$ cat src/rtl/matrix_pkg.sv
// Shared constants and FSM state type for the 3x3 matrix input loader.
package matrix_pkg;
  localparam int MAT_DIM    = 3;
  localparam int MAT_ELEMS  = MAT_DIM * MAT_DIM;
  localparam int ELEM_W     = 8;
  localparam int LOAD_ELEMS = 2 * MAT_ELEMS;
  localparam int IDX_W      = $clog2(LOAD_ELEMS + 1);

  typedef enum logic {
    COLLECT = 1'b0,
    SEND    = 1'b1
  } state_t;
endpackage

$ cat src/rtl/btn_debounce.sv
// Synchronizes a raw push-button, debounces its level and emits a single
// pulse on each accepted press (0->1); releases produce nothing.
module btn_debounce #(
  parameter int DEBOUNCE_CYCLES = 1_000_000
) (
  input  logic clk,
  input  logic rst,
  input  logic raw,
  output logic press
);
  localparam int CNT_W = $clog2(DEBOUNCE_CYCLES + 1);

  logic [1:0]       sync_reg;
  logic             level_reg;
  logic [CNT_W-1:0] cnt_reg;
  logic             press_reg;

  always_ff @(posedge clk) begin
    if (rst) begin
      sync_reg  <= '0;
      level_reg <= 1'b0;
      cnt_reg   <= '0;
      press_reg <= 1'b0;
    end else begin
      sync_reg  <= {sync_reg[0], raw};
      press_reg <= 1'b0;
      if (sync_reg[1] != level_reg) begin
        // Nth consecutive differing cycle commits the new level.
        if (cnt_reg == CNT_W'(DEBOUNCE_CYCLES - 1)) begin
          level_reg <= sync_reg[1];
          cnt_reg   <= '0;
          press_reg <= sync_reg[1];
        end else begin
          cnt_reg <= cnt_reg + 1'b1;
        end
      end else begin
        cnt_reg <= '0;
      end
    end
  end

  assign press = press_reg;
endmodule

$ cat src/rtl/matrix_input_loader.sv
// Captures 18 switch values on debounced button presses (A then B, row-major)
// and streams them out over a valid/ready interface.
module matrix_input_loader
  import matrix_pkg::*;
#(
  parameter int DEBOUNCE_CYCLES = 1_000_000
) (
  input  logic              clk,
  input  logic              rst,
  input  logic              btn,
  input  logic [ELEM_W-1:0] switches,
  output logic              elem_valid,
  input  logic              elem_ready,
  output logic [ELEM_W-1:0] elem_data,
  output logic              elem_last,
  output logic [IDX_W-1:0]  entry_count,
  output logic              busy
);
  logic              press;
  logic [ELEM_W-1:0] sw_meta_reg;
  logic [ELEM_W-1:0] sw_sync_reg;
  logic [ELEM_W-1:0] buf_reg [LOAD_ELEMS];
  logic [LOAD_ELEMS-1:0] wr_en;

  state_t            state_reg;
  logic [IDX_W-1:0]  entry_count_reg;
  logic [IDX_W-1:0]  rd_idx_reg;
  logic [IDX_W-1:0]  rd_idx_next;
  logic              elem_valid_reg;
  logic [ELEM_W-1:0] elem_data_reg;
  logic              elem_last_reg;
  logic              busy_reg;

  btn_debounce #(.DEBOUNCE_CYCLES(DEBOUNCE_CYCLES)) u_debounce (
    .clk   (clk),
    .rst   (rst),
    .raw   (btn),
    .press (press)
  );

  always_ff @(posedge clk) begin
    if (rst) begin
      sw_meta_reg <= '0;
      sw_sync_reg <= '0;
    end else begin
      sw_meta_reg <= switches;
      sw_sync_reg <= sw_meta_reg;
    end
  end

  genvar gi;
  generate
    for (gi = 0; gi < LOAD_ELEMS; gi++) begin : g_wr
      assign wr_en[gi] = (state_reg == COLLECT) && press &&
                         (entry_count_reg == IDX_W'(gi));
    end
  endgenerate

  // Buffer contents survive reset; only the fill index is cleared.
  always_ff @(posedge clk) begin
    for (int i = 0; i < LOAD_ELEMS; i++) begin
      if (wr_en[i]) buf_reg[i] <= sw_sync_reg;
    end
  end

  assign rd_idx_next = rd_idx_reg + 1'b1;

  always_ff @(posedge clk) begin
    if (rst) begin
      state_reg       <= COLLECT;
      entry_count_reg <= '0;
      rd_idx_reg      <= '0;
      elem_valid_reg  <= 1'b0;
      elem_data_reg   <= '0;
      elem_last_reg   <= 1'b0;
      busy_reg        <= 1'b0;
    end else begin
      case (state_reg)
        COLLECT: begin
          if (press) begin
            entry_count_reg <= entry_count_reg + 1'b1;
            if (entry_count_reg == IDX_W'(LOAD_ELEMS - 1)) begin
              state_reg      <= SEND;
              rd_idx_reg     <= '0;
              elem_valid_reg <= 1'b1;
              elem_data_reg  <= buf_reg[0];
              elem_last_reg  <= (LOAD_ELEMS == 1);
              busy_reg       <= 1'b1;
            end
          end
        end
        SEND: begin
          // Outputs hold until the consumer takes the current element.
          if (elem_ready) begin
            if (rd_idx_reg == IDX_W'(LOAD_ELEMS - 1)) begin
              state_reg       <= COLLECT;
              entry_count_reg <= '0;
              rd_idx_reg      <= '0;
              elem_valid_reg  <= 1'b0;
              elem_data_reg   <= '0;
              elem_last_reg   <= 1'b0;
              busy_reg        <= 1'b0;
            end else begin
              rd_idx_reg    <= rd_idx_next;
              elem_data_reg <= buf_reg[rd_idx_next];
              elem_last_reg <= (rd_idx_next == IDX_W'(LOAD_ELEMS - 1));
            end
          end
        end
        default: state_reg <= COLLECT;
      endcase
    end
  end

  assign elem_valid  = elem_valid_reg;
  assign elem_data   = elem_data_reg;
  assign elem_last   = elem_last_reg;
  assign entry_count = entry_count_reg;
  assign busy        = busy_reg;
endmodule

$ cat config.mk
export PLATFORM = sky130hd
export DESIGN_NAME = matrix_input_loader
export DESIGN_NICKNAME = d
export VERILOG_FILES = /design/src/rtl/matrix_pkg.sv /design/src/rtl/btn_debounce.sv /design/src/rtl/matrix_input_loader.sv
export SDC_FILE = /design/constraint.sdc
export NUM_CORES = 1
export LEC_CHECK = 0
export CORE_UTILIZATION = 25
export DETAILED_ROUTE_END_ITERATION = 10
export SYNTH_ARGS = -nofsm -noshare
export SYNTH_HDL_FRONTEND = slang
export SYNTH_HIERARCHICAL = 1
export SYNTH_SLANG_ARGS = --single-unit
$ cat constraint.sdc
create_clock -name clk -period 2.8 [get_ports clk]
set_clock_uncertainty 0.2 [all_clocks]
set_input_delay 0.56 -clock clk [delete_from_list [all_inputs] [get_ports clk]]
set_output_delay 0.56 -clock clk [all_outputs]
set_load 0.01 [all_outputs]
==> flow_summary.toml <==
[power_and_ir_drop]
seq_power_share = 0.547
peakVddDrop_uv = 364.2
p_sw_uw = 1161
sw_frac_of_total = 0.1943
power_frac_comb = 0.006
p_int_uw = 4815
p_clk_frac = 0.446
cellLeakagePower_uw = 0.003484
power_density_nw_per_um2 = 605.9

[layout]
fin_nets = 611
finalNonFillerCells = 1046
seq_area_um2 = 5547
final_area_um2 = 9864
layout-drive-gt1-share = 0.1457
insertedDiodeCount = 0
nFillCells = 3226
largest_register_ffs = 144
area_growth_pct = 18.43
multiInputGateArea_um2 = 2579

[critical_path]
cp_data_arrival_time_ps = 1820
cpPeakStageDelay_ps = 680
startpoint = "entry_count[2]"
worst-path-max-fanout = 13
path_buf_inv = 1
critPathRequiredTime_ps = 2040
reg2reg_from = "rd_idx_reg[0]"
path_cells = "clkdlybuf4s50_1"
start_kind = "flip-flop"
timing_worst_setup_path_type = "flip-flop to primary output"
slowest_stage = "dfxtp_1"
crit_path_end_kind = "primary output"
cpLargestDelayFamily = "flip-flops"

[yosys]
yosys.area.top_type = "edfxtp_1"
yosysWarnings = 6
syn_nets = 565
synth_cell_types = 53
ys_seq_area_frac = 0.6658
synthesis.area_um2 = 8329
synth_flop_cell = "edfxtp_1"
synth.top_cell.area_share = 0.5192
async_reset_ff_frac = 0
synthTopCellsByArea = "edfxtp_1 (52%), dfxtp_1 (15%), mux4_2 (6.2%)"
syn_area_per_cell_um2 = 15.31
syn_inst = 544
synth_seq_cells = 205
synth-edff-count = 144

[clock_network]
clk_latency_ps = 490
post_cts_buffers = 0
clock-root-buffer = "clkbuf_16"
numCtsBuffers = 21
path_clk_slew_ps = 60
cts_sinks = 205
ctsResizeCount = 0
cts_tree = "done"
holdBufCountCts = 0
cts_buffer_depth = 3
h-tree-depth = 1

[global_route]
overflow = 0
grt_pass1_wl_um = 27630
grt_use_total = 0.1067
grt_max_degree = 34
grt_pass1_vias = 4568
antenna_found_initial = 0

[placed_design]
io_buffers = 27
placedCellCount = 1009
place_hpwl_um = 11900
place_congestion = 0.7748
detailed_place.area_um2 = 9208

[floorplanning]
io_pins = 28
die_w_um = 184.5
core_um2 = 32620
initial_core_util = 0.2554
dieHeight_um = 184.5
num_rows = 66
die_area_um2 = 34050

[run]
cap_viol_max_count = 0

[sta]
min_period_ps = 2584
relSlewSlack = 0.4714
rsz0062_at_grt = "no"
tightest_slew_ps = 791.8
hold_viol_final = 0
fmax_mhz = 387.0
tns_ps = 0
setup_viol = 0
post-route-period-util = 0.9229
final_max_slew_viol_count = 0

[min_path]
min_from = "sw_meta_reg[0]"
hp-class = "flip-flop to flip-flop"

[route]
drt-total-wl_um = 17690
highest_layer = "met4"
drc = 0
met2_wirelength_um = 7970
via_per_inst = 4.375
first_pass_iters = 5
vias = 4576
ant_nets = 0
wl_met3_um = 724
wl_met1_um = 8675
detail_route.iter0.violations = 374
avgRoutedWirePerCell_um = 16.91

[run_status]
outcome = "completed"
## metal layers
| layer | GRT usage | vias up |
|---|---|---|
| met5 | 0 | - |
| met4 | 0.02400 | 0 |
| met3 | 0.01739 | 21 |
| met2 | 0.1678 | 81 |
| met1 | 0.1530 | 2286 |
| li1 | - | 2188 |
## worst register-to-register path, stage by stage, from the launching register on
cell and delay [ps]:
dfxtp_2 340, buf_12 190, ha_1 370, nand3_1 240
xnor2_4 260, a221oi_1 510, a221oi_1 140, nor3_1 180
## power groups by stage
stage               Clock [uW]  Combinational, uW  Sequential (uW)
global route              2830               42.3             3270
detailed placement           0               39.1             3340
floorplan                    0               18.5             3320
global placement             0               39.1             3340
CTS                       2730               39.2             3270
finish                    2670               38.3             3270
## area by class of cell
cell class                      instances  share of cell area
Inverter                                7            0.002664
Clock buffer                           27             0.05860
Clock inverter                         10            0.007991
Multi-Input combinational cell        303              0.2614
Timing Repair Buffer                   52             0.05099
Tap cell                              442             0.05606
Sequential cell                       205              0.5623
## cells in the final DEF (no fill, tap or decap), types with 8 or more instances in the layout
cell type	instances
a21oi_1	17
a221oi_1	16
buf_4	21
clkbuf_16	21
clkdlybuf4s50_1	26
dfxtp_1	60
edfxtp_1	144
ha_1	9
mux2i_1	25
mux4_1	9
mux4_2	23
nand2_1	15
nand3_1	12
nor2_1	52
nor2b_1	20
nor3_1	16
o21ai_0	15
xor2_1	8
## synth_stat cells, types with 5 or more instances
master	n
buf_2	6
and3_1	7
nand3_1	12
nand2_1	15
mux2i_1	25
a21oi_1	17
mux4_2	23
nor2b_1	20
nor2_1	52
xnor2_1	7
inv_1	6
nor3_1	16
or4_1	5
edfxtp_1	144
a221oi_1	16
ha_1	9
dfxtp_1	61
clkbuf_1	11
mux4_1	9
o21ai_0	15
nand4_1	6
xor2_1	8
## metrics by stage
stage          hold slack, ps  total power [uW]  setup WS (ps)  utilization
2_1_floorplan           213.8              3339          28.50            -
3_3_place_gp            228.2              3375          266.8       0.2823
3_5_place_dp            222.0              3377          256.8       0.2823
4_1_cts                 228.6              6042          202.0       0.3024
5_1_grt                 243.5              6148          26.77       0.3024
6_report                234.8              5977          215.8       0.3024
## path summary, 6_finish.rpt
| kind | to | slack [ps] | depth (start not counted) |
|---|---|---|---|
| hold reg to reg | sw_sync_reg[0] | 230 | 1 |
| setup / recovery | entry_count[2] | 220 | 1 |
| hold / removal | sw_sync_reg[0] | 230 | 1 |
| setup reg to reg | elem_data[3] | 280 | 7 |
## logic make-up after synthesis
kind of cell               count (synthesis)  synth area share
and+or+nand+nor                          161            0.1024
xor gates and xnor gates                  17           0.02238
adders and majority gates                  9           0.01352
buffers and inverters                     36           0.02463
muxes                                     57            0.1206
AOI/OAI and AO/OA                         59           0.05062
DFF                                      205            0.6658
(Power assumes the default switching activity.)
